[config.mk]
export PLATFORM = sky130hd
export DESIGN_NAME = serial_borrow_subtractor
export DESIGN_NICKNAME = d
export VERILOG_FILES = /design/src/rtl/serial_borrow_subtractor_pkg.sv /design/src/rtl/serial_borrow_subtractor_full_subtractor.sv /design/src/rtl/serial_borrow_subtractor.sv
export SDC_FILE = /design/constraint.sdc
export NUM_CORES = 1
export LEC_CHECK = 0
export CAP_MARGIN = 10
export CORE_MARGIN = 1.5
export CORE_UTILIZATION = 50
export CTS_CLUSTER_DIAMETER = 30
export DETAILED_ROUTE_END_ITERATION = 10
export GPL_ROUTABILITY_DRIVEN = 0
export PLACE_DENSITY = 0.77
export SLEW_MARGIN = 20
export SYNTH_ARGS = -nofsm -noshare
export SYNTH_HDL_FRONTEND = slang
export SYNTH_SLANG_ARGS = --single-unit
[constraint.sdc]
create_clock -name clk -period 1.5 [get_ports clk]
set_input_delay 0.3 -clock clk [delete_from_list [all_inputs] [get_ports clk]]
set_output_delay 0.3 -clock clk [all_outputs]
set_load 0.005 [all_outputs]
[src/rtl/serial_borrow_subtractor_pkg.sv]
// Shared definitions for the bit-serial borrow subtractor: state encoding and counter sizing.
package serial_borrow_subtractor_pkg;

  localparam logic [1:0] ST_IDLE = 2'd0;
  localparam logic [1:0] ST_RUN  = 2'd1;
  localparam logic [1:0] ST_DONE = 2'd2;

  typedef enum logic [1:0] {
    IDLE = ST_IDLE,
    RUN  = ST_RUN,
    DONE = ST_DONE
  } state_t;

  localparam int unsigned DEF_WIDTH = 4;
  localparam int unsigned CNT_W     = $clog2(DEF_WIDTH);

  // Bit-counter width for a given operand width; never narrower than one bit.
  function automatic int unsigned cnt_width(input int unsigned w);
    return (w < 2) ? 1 : $clog2(w);
  endfunction

endpackage

[src/rtl/serial_borrow_subtractor_full_subtractor.sv]
// One-bit full subtractor: d = a - b - bin with borrow-out.
module full_subtractor (
  input  logic a,
  input  logic b,
  input  logic bin,
  output logic d,
  output logic bout
);

  assign d    = a ^ b ^ bin;
  assign bout = (~a & b) | (~(a ^ b) & bin);

endmodule

[src/rtl/serial_borrow_subtractor.sv]
// Bit-serial subtractor d = a - b - bin, LSB first, one bit per clock.
// Optional overflow output enabled by SERIAL_BORROW_SUBTRACTOR_OVF_EN.
module serial_borrow_subtractor
  import serial_borrow_subtractor_pkg::*;
#(
  parameter int unsigned WIDTH = DEF_WIDTH
) (
  input  logic             clk,
  input  logic             rst,
  input  logic             start,
  input  logic [WIDTH-1:0] a,
  input  logic [WIDTH-1:0] b,
  input  logic             bin,
  output logic             busy,
  output logic             done,
  output logic [WIDTH-1:0] d,
  output logic             bout
`ifdef SERIAL_BORROW_SUBTRACTOR_OVF_EN
  ,
  output logic             ovf
`endif
);

  localparam int unsigned CW = cnt_width(WIDTH);

  state_t           state;
  logic [CW-1:0]    cnt;
  logic [WIDTH-1:0] a_sh;
  logic [WIDTH-1:0] b_sh;
  logic [WIDTH-1:0] res;
  logic             brw;
  logic             fs_d;
  logic             fs_bout;
`ifdef SERIAL_BORROW_SUBTRACTOR_OVF_EN
  logic             ovf_r;
`endif

  full_subtractor u_fs (
    .a   (a_sh[0]),
    .b   (b_sh[0]),
    .bin (brw),
    .d   (fs_d),
    .bout(fs_bout)
  );

  // Control FSM and serial datapath; d/bout only update on leaving DONE.
  always_ff @(posedge clk) begin
    if (rst) begin
      state <= IDLE;
      cnt   <= '0;
      a_sh  <= '0;
      b_sh  <= '0;
      res   <= '0;
      brw   <= 1'b0;
      busy  <= 1'b0;
      done  <= 1'b0;
      d     <= '0;
      bout  <= 1'b0;
`ifdef SERIAL_BORROW_SUBTRACTOR_OVF_EN
      ovf_r <= 1'b0;
      ovf   <= 1'b0;
`endif
    end else begin
      done <= 1'b0;
      case (state)
        IDLE: begin
          if (start) begin
            a_sh  <= a;
            b_sh  <= b;
            brw   <= bin;
            cnt   <= '0;
            busy  <= 1'b1;
            state <= RUN;
          end
        end
        RUN: begin
          a_sh <= a_sh >> 1;
          b_sh <= b_sh >> 1;
          brw  <= fs_bout;
          res  <= {fs_d, res[WIDTH-1:1]};
          cnt  <= cnt + CW'(1);
          if (cnt == CW'(WIDTH - 1)) begin
            busy  <= 1'b0;
            state <= DONE;
`ifdef SERIAL_BORROW_SUBTRACTOR_OVF_EN
            ovf_r <= brw ^ fs_bout;
`endif
          end
        end
        DONE: begin
          done  <= 1'b1;
          d     <= res;
          bout  <= brw;
`ifdef SERIAL_BORROW_SUBTRACTOR_OVF_EN
          ovf   <= ovf_r;
`endif
          state <= IDLE;
        end
        default: state <= IDLE;
      endcase
    end
  end

endmodule

Yosys cells after proc, flatten, opt, wreduce, memory -nomap -nowiden
Cells that the tools add are included.
- $add $sub $neg: 1
- eq/ne operators: 5
- muxes and demuxes: 15
- bitwise logic cells: 7
- reductions and logical operators: 5
- operators by type and width (operator ; count):
    $pmux W4 S2 ; 2
    $mux W4 ; 2
    $pmux W2 S2 ; 2
    $mux W2 ; 3
    $eq A2 B2 Y1 const B ; 2
    $mux W1 ; 4
    $ne A2 B2 Y1 const B ; 2
    $pmux W1 S2 ; 2
    $reduce_and A2 Y1 ; 2
    $reduce_and A3 Y1 ; 1
    $add A2 B1 Y2 const B ; 1
    $and A1 B1 Y1 ; 2
    $eq A2 B1 Y1 const B ; 1
    $logic_not A2 Y1 ; 1
    $not A1 Y1 ; 2
    $reduce_bool A2 Y1 ; 1
    $xor A1 B1 Y1 ; 2
    $or A1 B1 Y1 ; 1
- register bits after elaboration: 24
- input bits: 12
- output and inout bits: 7
- word-level logic and storage cells: 43

Longest topological paths before layout
- depth after elaboration: 5
- depth in mapped cells: 5
- mapped depth without buffers: 5

By module
Synthesis repeated with hierarchy kept, for this count alone.
- cells, all modules: 109
- area, all modules: 1072.3 µm²
- by module, submodules not included (module ; times used ; cells each ; area an instance (µm²) ; seq. area each (µm²)):
    serial_borrow_subtractor ; 1 ; 105 ; 1041.0 ; 480.5
    full_subtractor ; 1 ; 4 ; 31.3 ; 0.0

Least setup slack after synthesis
No wires, ideal clock.
- path type: flip-flop to flip-flop
- from: reg b_sh[0]
- to: reg brw
- data arrival time: 1.061 ns
- required time: 1.421 ns
- slack: 0.359 ns
- cell stages (with the launch flop): 6
- clock period less this slack: 1.141 ns
- cells stage by stage: dfxtp_1 > inv_1 > fa_1 > inv_1 > mux2i_1 > a211oi_2
- longest elaborated chain between the ends: 5
- elaborated cells on any way between the ends: 6
- classes of those cells: 1 x mux; 5 x bitwise
- ends and longest elaborated chain (element ; line ; source):
    start: declaration ; serial_borrow_subtractor.sv:29 ; logic [WIDTH-1:0] b_sh;
    start signal: assignment ; serial_borrow_subtractor.sv:78 ; b_sh <= b_sh >> 1;
    $xor A1 B1 Y1 ; serial_borrow_subtractor_full_subtractor.sv:11 ; assign bout = (~a & b) | (~(a ^ b) & bin);
    $not A1 Y1 ; serial_borrow_subtractor_full_subtractor.sv:11 ;
    $and A1 B1 Y1 ; serial_borrow_subtractor_full_subtractor.sv:11 ;
    $or A1 B1 Y1 * ; serial_borrow_subtractor_full_subtractor.sv:11 ;
    $pmux W1 S2 * ; serial_borrow_subtractor.sv:65 ; case (state)
    end signal: assignment ; serial_borrow_subtractor.sv:70 ; brw <= bin;
    end signal: assignment ; serial_borrow_subtractor.sv:79 ; brw <= fs_bout;
    end: declaration ; serial_borrow_subtractor.sv:31 ; logic brw;
Every way passes the cells marked *; elsewhere a longest branch is shown, timed or not.
A chain may end at the register's enable or synchronous reset.

Final worst setup path
- from: reg d[3]
- to: out d[3]
- RTL lines (element ; line ; source):
    start: declaration ; serial_borrow_subtractor.sv:16 ; output logic [WIDTH-1:0] d,
    start signal: assignment ; serial_borrow_subtractor.sv:92 ; d <= res;
No word-level cell between the ends.

==> impl_metrics.toml <==
[yosys]
synth_cells = 100
ys_ff_latch = 24
synthTopCellsByArea = "dfxtp_1 (46%), mux2i_1 (13%), a211oi_2 (9.7%)"
synth_area_per_cell_um2 = 10.3
synth_top_area_frac = 0.464
syn_area_um2 = 1030
ys_warn_count = 0
ys_types = 24
seq_area_frac_synth = 0.464
synth_nets = 114
yosysTopAreaCell = "dfxtp_1"

[layout]
fin_nets = 136
fillers = 182
antenna_cells = 0
fin_util = 0.672
area_growth_pct = 27.4
final_cell_area_um2 = 1320
final_common_cell = "dfxtp_1"
final_cells = 148
final_cell_mix = "dfxtp_1 (18), nor2_1 (15), mux2i_1 (13)"
drive_above_1_share = 0.207

[sta]
hold_ws_ps = 468
period_share = 0.961
setup_tns_ps = 0
finClkSkew_ps = 18.7
final_hold_viol_count = 0
worst_pin_slew_ps = 361
fmax_ghz = 0.694
slew_headroom = 0.759
setup_viol = 0
rsz0062_at_grt = "false"
drv_slew = 0
min_period_ps = 1440

[cts]
clk_latency_ps = 330
hold_buffers = 0
clockBufferDepth = 2
numCtsBuffers = 3
path_clk_slew_ps = 140
htree_levels = 1
clkSinkCount = 24
cts_tree = "built"
cts-root-buf = "clkbuf_4"

[floorplanning]
fp.dieW_um = 48.5
core_um2 = 1960
die-area_um2 = 2350
die_h_um = 48.5
initial_core_util = 0.527
ios = 19
rows = 16

[route]
wl_per_cell_um = 12.6
dr.pass1.iters = 4
drt_iter0_markers = 8
finalWirelength_um = 1860
via_count = 771
drc_errors = 0
antenna_left = 0
viasPerCell = 5.21

[global_routing]
grt_pass1_wl_um = 3190
track_usage = 0.178
overflow = 0
grt_antenna_before_repair = 0
grt_max_degree = 25
grt_pass1_vias = 751

[setup_path]
critPathLaunchType = "register"
path_cells = "clkdlybuf4s50_1"
worst-path-buf-inv = 1
crit_type = "reg2out"
slowest_delay_ps = 490
critPathMaxFanout = 2
worstPathRequired_ps = 1200
arrival_ps = 1140
path_delay_family = "buffers and inverters"
cp-end-kind = "output port"
crit_path_top_delay_cell = "clkdlybuf4s50_1"

[run_status]
outcome = "completed"

[place]
dpl.cell_count = 143
hpwl_um = 1260
placed_area_um2 = 1240
port_buffers = 18

[worst_hold_path]
hp-class = "reg2reg"

[power_and_ir_drop]
total_leakage_power_uw = 0.000639
ir_worst_vdd_uv = 987
p_per_area_nw_per_um2 = 1020

[job]
max_cap_violations = 0
synthesized netlist by cell type, drive strengths merged:
library cell / n
and2b: 2
nor2: 17
nor3b: 1
a22oi: 3
or2b: 1
inv: 4
mux2i: 13
ha: 1
nor3: 2
a21oi: 5
a211oi: 8
o21ai: 1
fa: 1
dfxtp: 24
nand2b: 1
clkbuf: 1
o21bai: 2
o21ba: 1
nand2: 8
buf: 4
layout make-up:
cell class,instances,area [um2],area share
Clock buffer,3,22.5,0.0171
Clock inverter,1,30.0,0.0228
Sequential cell,24,488,0.370
Tap cell,27,33.8,0.0256
Timing Repair Buffer,22,238,0.180
Multi-Input combinational cell,67,492,0.373
Inverter,4,15.0,0.0114
flip-flops by register name (all words and copies together), names as in the netlist:
| name | cells |
|---|---|
| done | 1 |
| cnt | 2 |
| state | 2 |
| bout | 1 |
| res | 4 |
| a_sh | 4 |
| d | 4 |
| brw | 1 |
| busy | 1 |
| b_sh | 4 |
timing repair:
item                                   CTS  global route
setup endpoints to repair                1             7
endpoints found under the hold margin    0             0
pin swaps                                0             0
setup buffers                            0             1
resized for setup                        1            11
through the flow:
stage | worst slack [ps] | power, uW
after detailed placement | -16.7 | 884
after CTS | 1.33 | 1350
after floorplan | 359 | 824
final | 58.6 | 1340
after global routing | 6.26 | 1400
after global placement | 28.5 | 877
logic make-up (layout without fill, tap and decap cells):
| group | count (synthesis) | after routing | share of synthesized area |
|---|---|---|---|
| multiplexers | 13 | 13 | 0.126 |
| buffers and inverters | 9 | 30 | 0.0604 |
| adder cells (fa/ha/maj) | 2 | 2 | 0.0314 |
| AND/OR/NAND/NOR | 32 | 32 | 0.140 |
| AO/OA/AOI/OAI | 20 | 20 | 0.178 |
| flip-flops | 24 | 24 | 0.464 |
power by group:
| group | total (uW) | internal [uW] | switching, uW | leakage [uW] |
|---|---|---|---|---|
| logic | 180 | 96.6 | 83.6 | 0.000411 |
| clock network | 470 | 271 | 199 | 0.0000279 |
| registers | 694 | 670 | 24.8 | 0.000199 |
| total | 1340 | 1040 | 307 | 0.000639 |
routing by layer:
layer | global-route usage | up-vias | share of wire
met5 | 0 | - | 0
met4 | 0.0857 | 0 | 0.019
met3 | 0.0617 | 5 | 0.039
met2 | 0.296 | 13 | 0.49
met1 | 0.204 | 372 | 0.45
li1 | - | 381 | -
worst paths after layout:
path	startpoint	slack (ps)	cells after the start	end
setup / recovery	d[3]	60	1	d[3]
hold / removal	res[2]	470	2	res[1]
setup reg to reg	state[0]	210	3	d[3]
hold reg to reg	res[2]	470	2	res[1]
No activity file was read; power rests on OpenSTA's default activity.
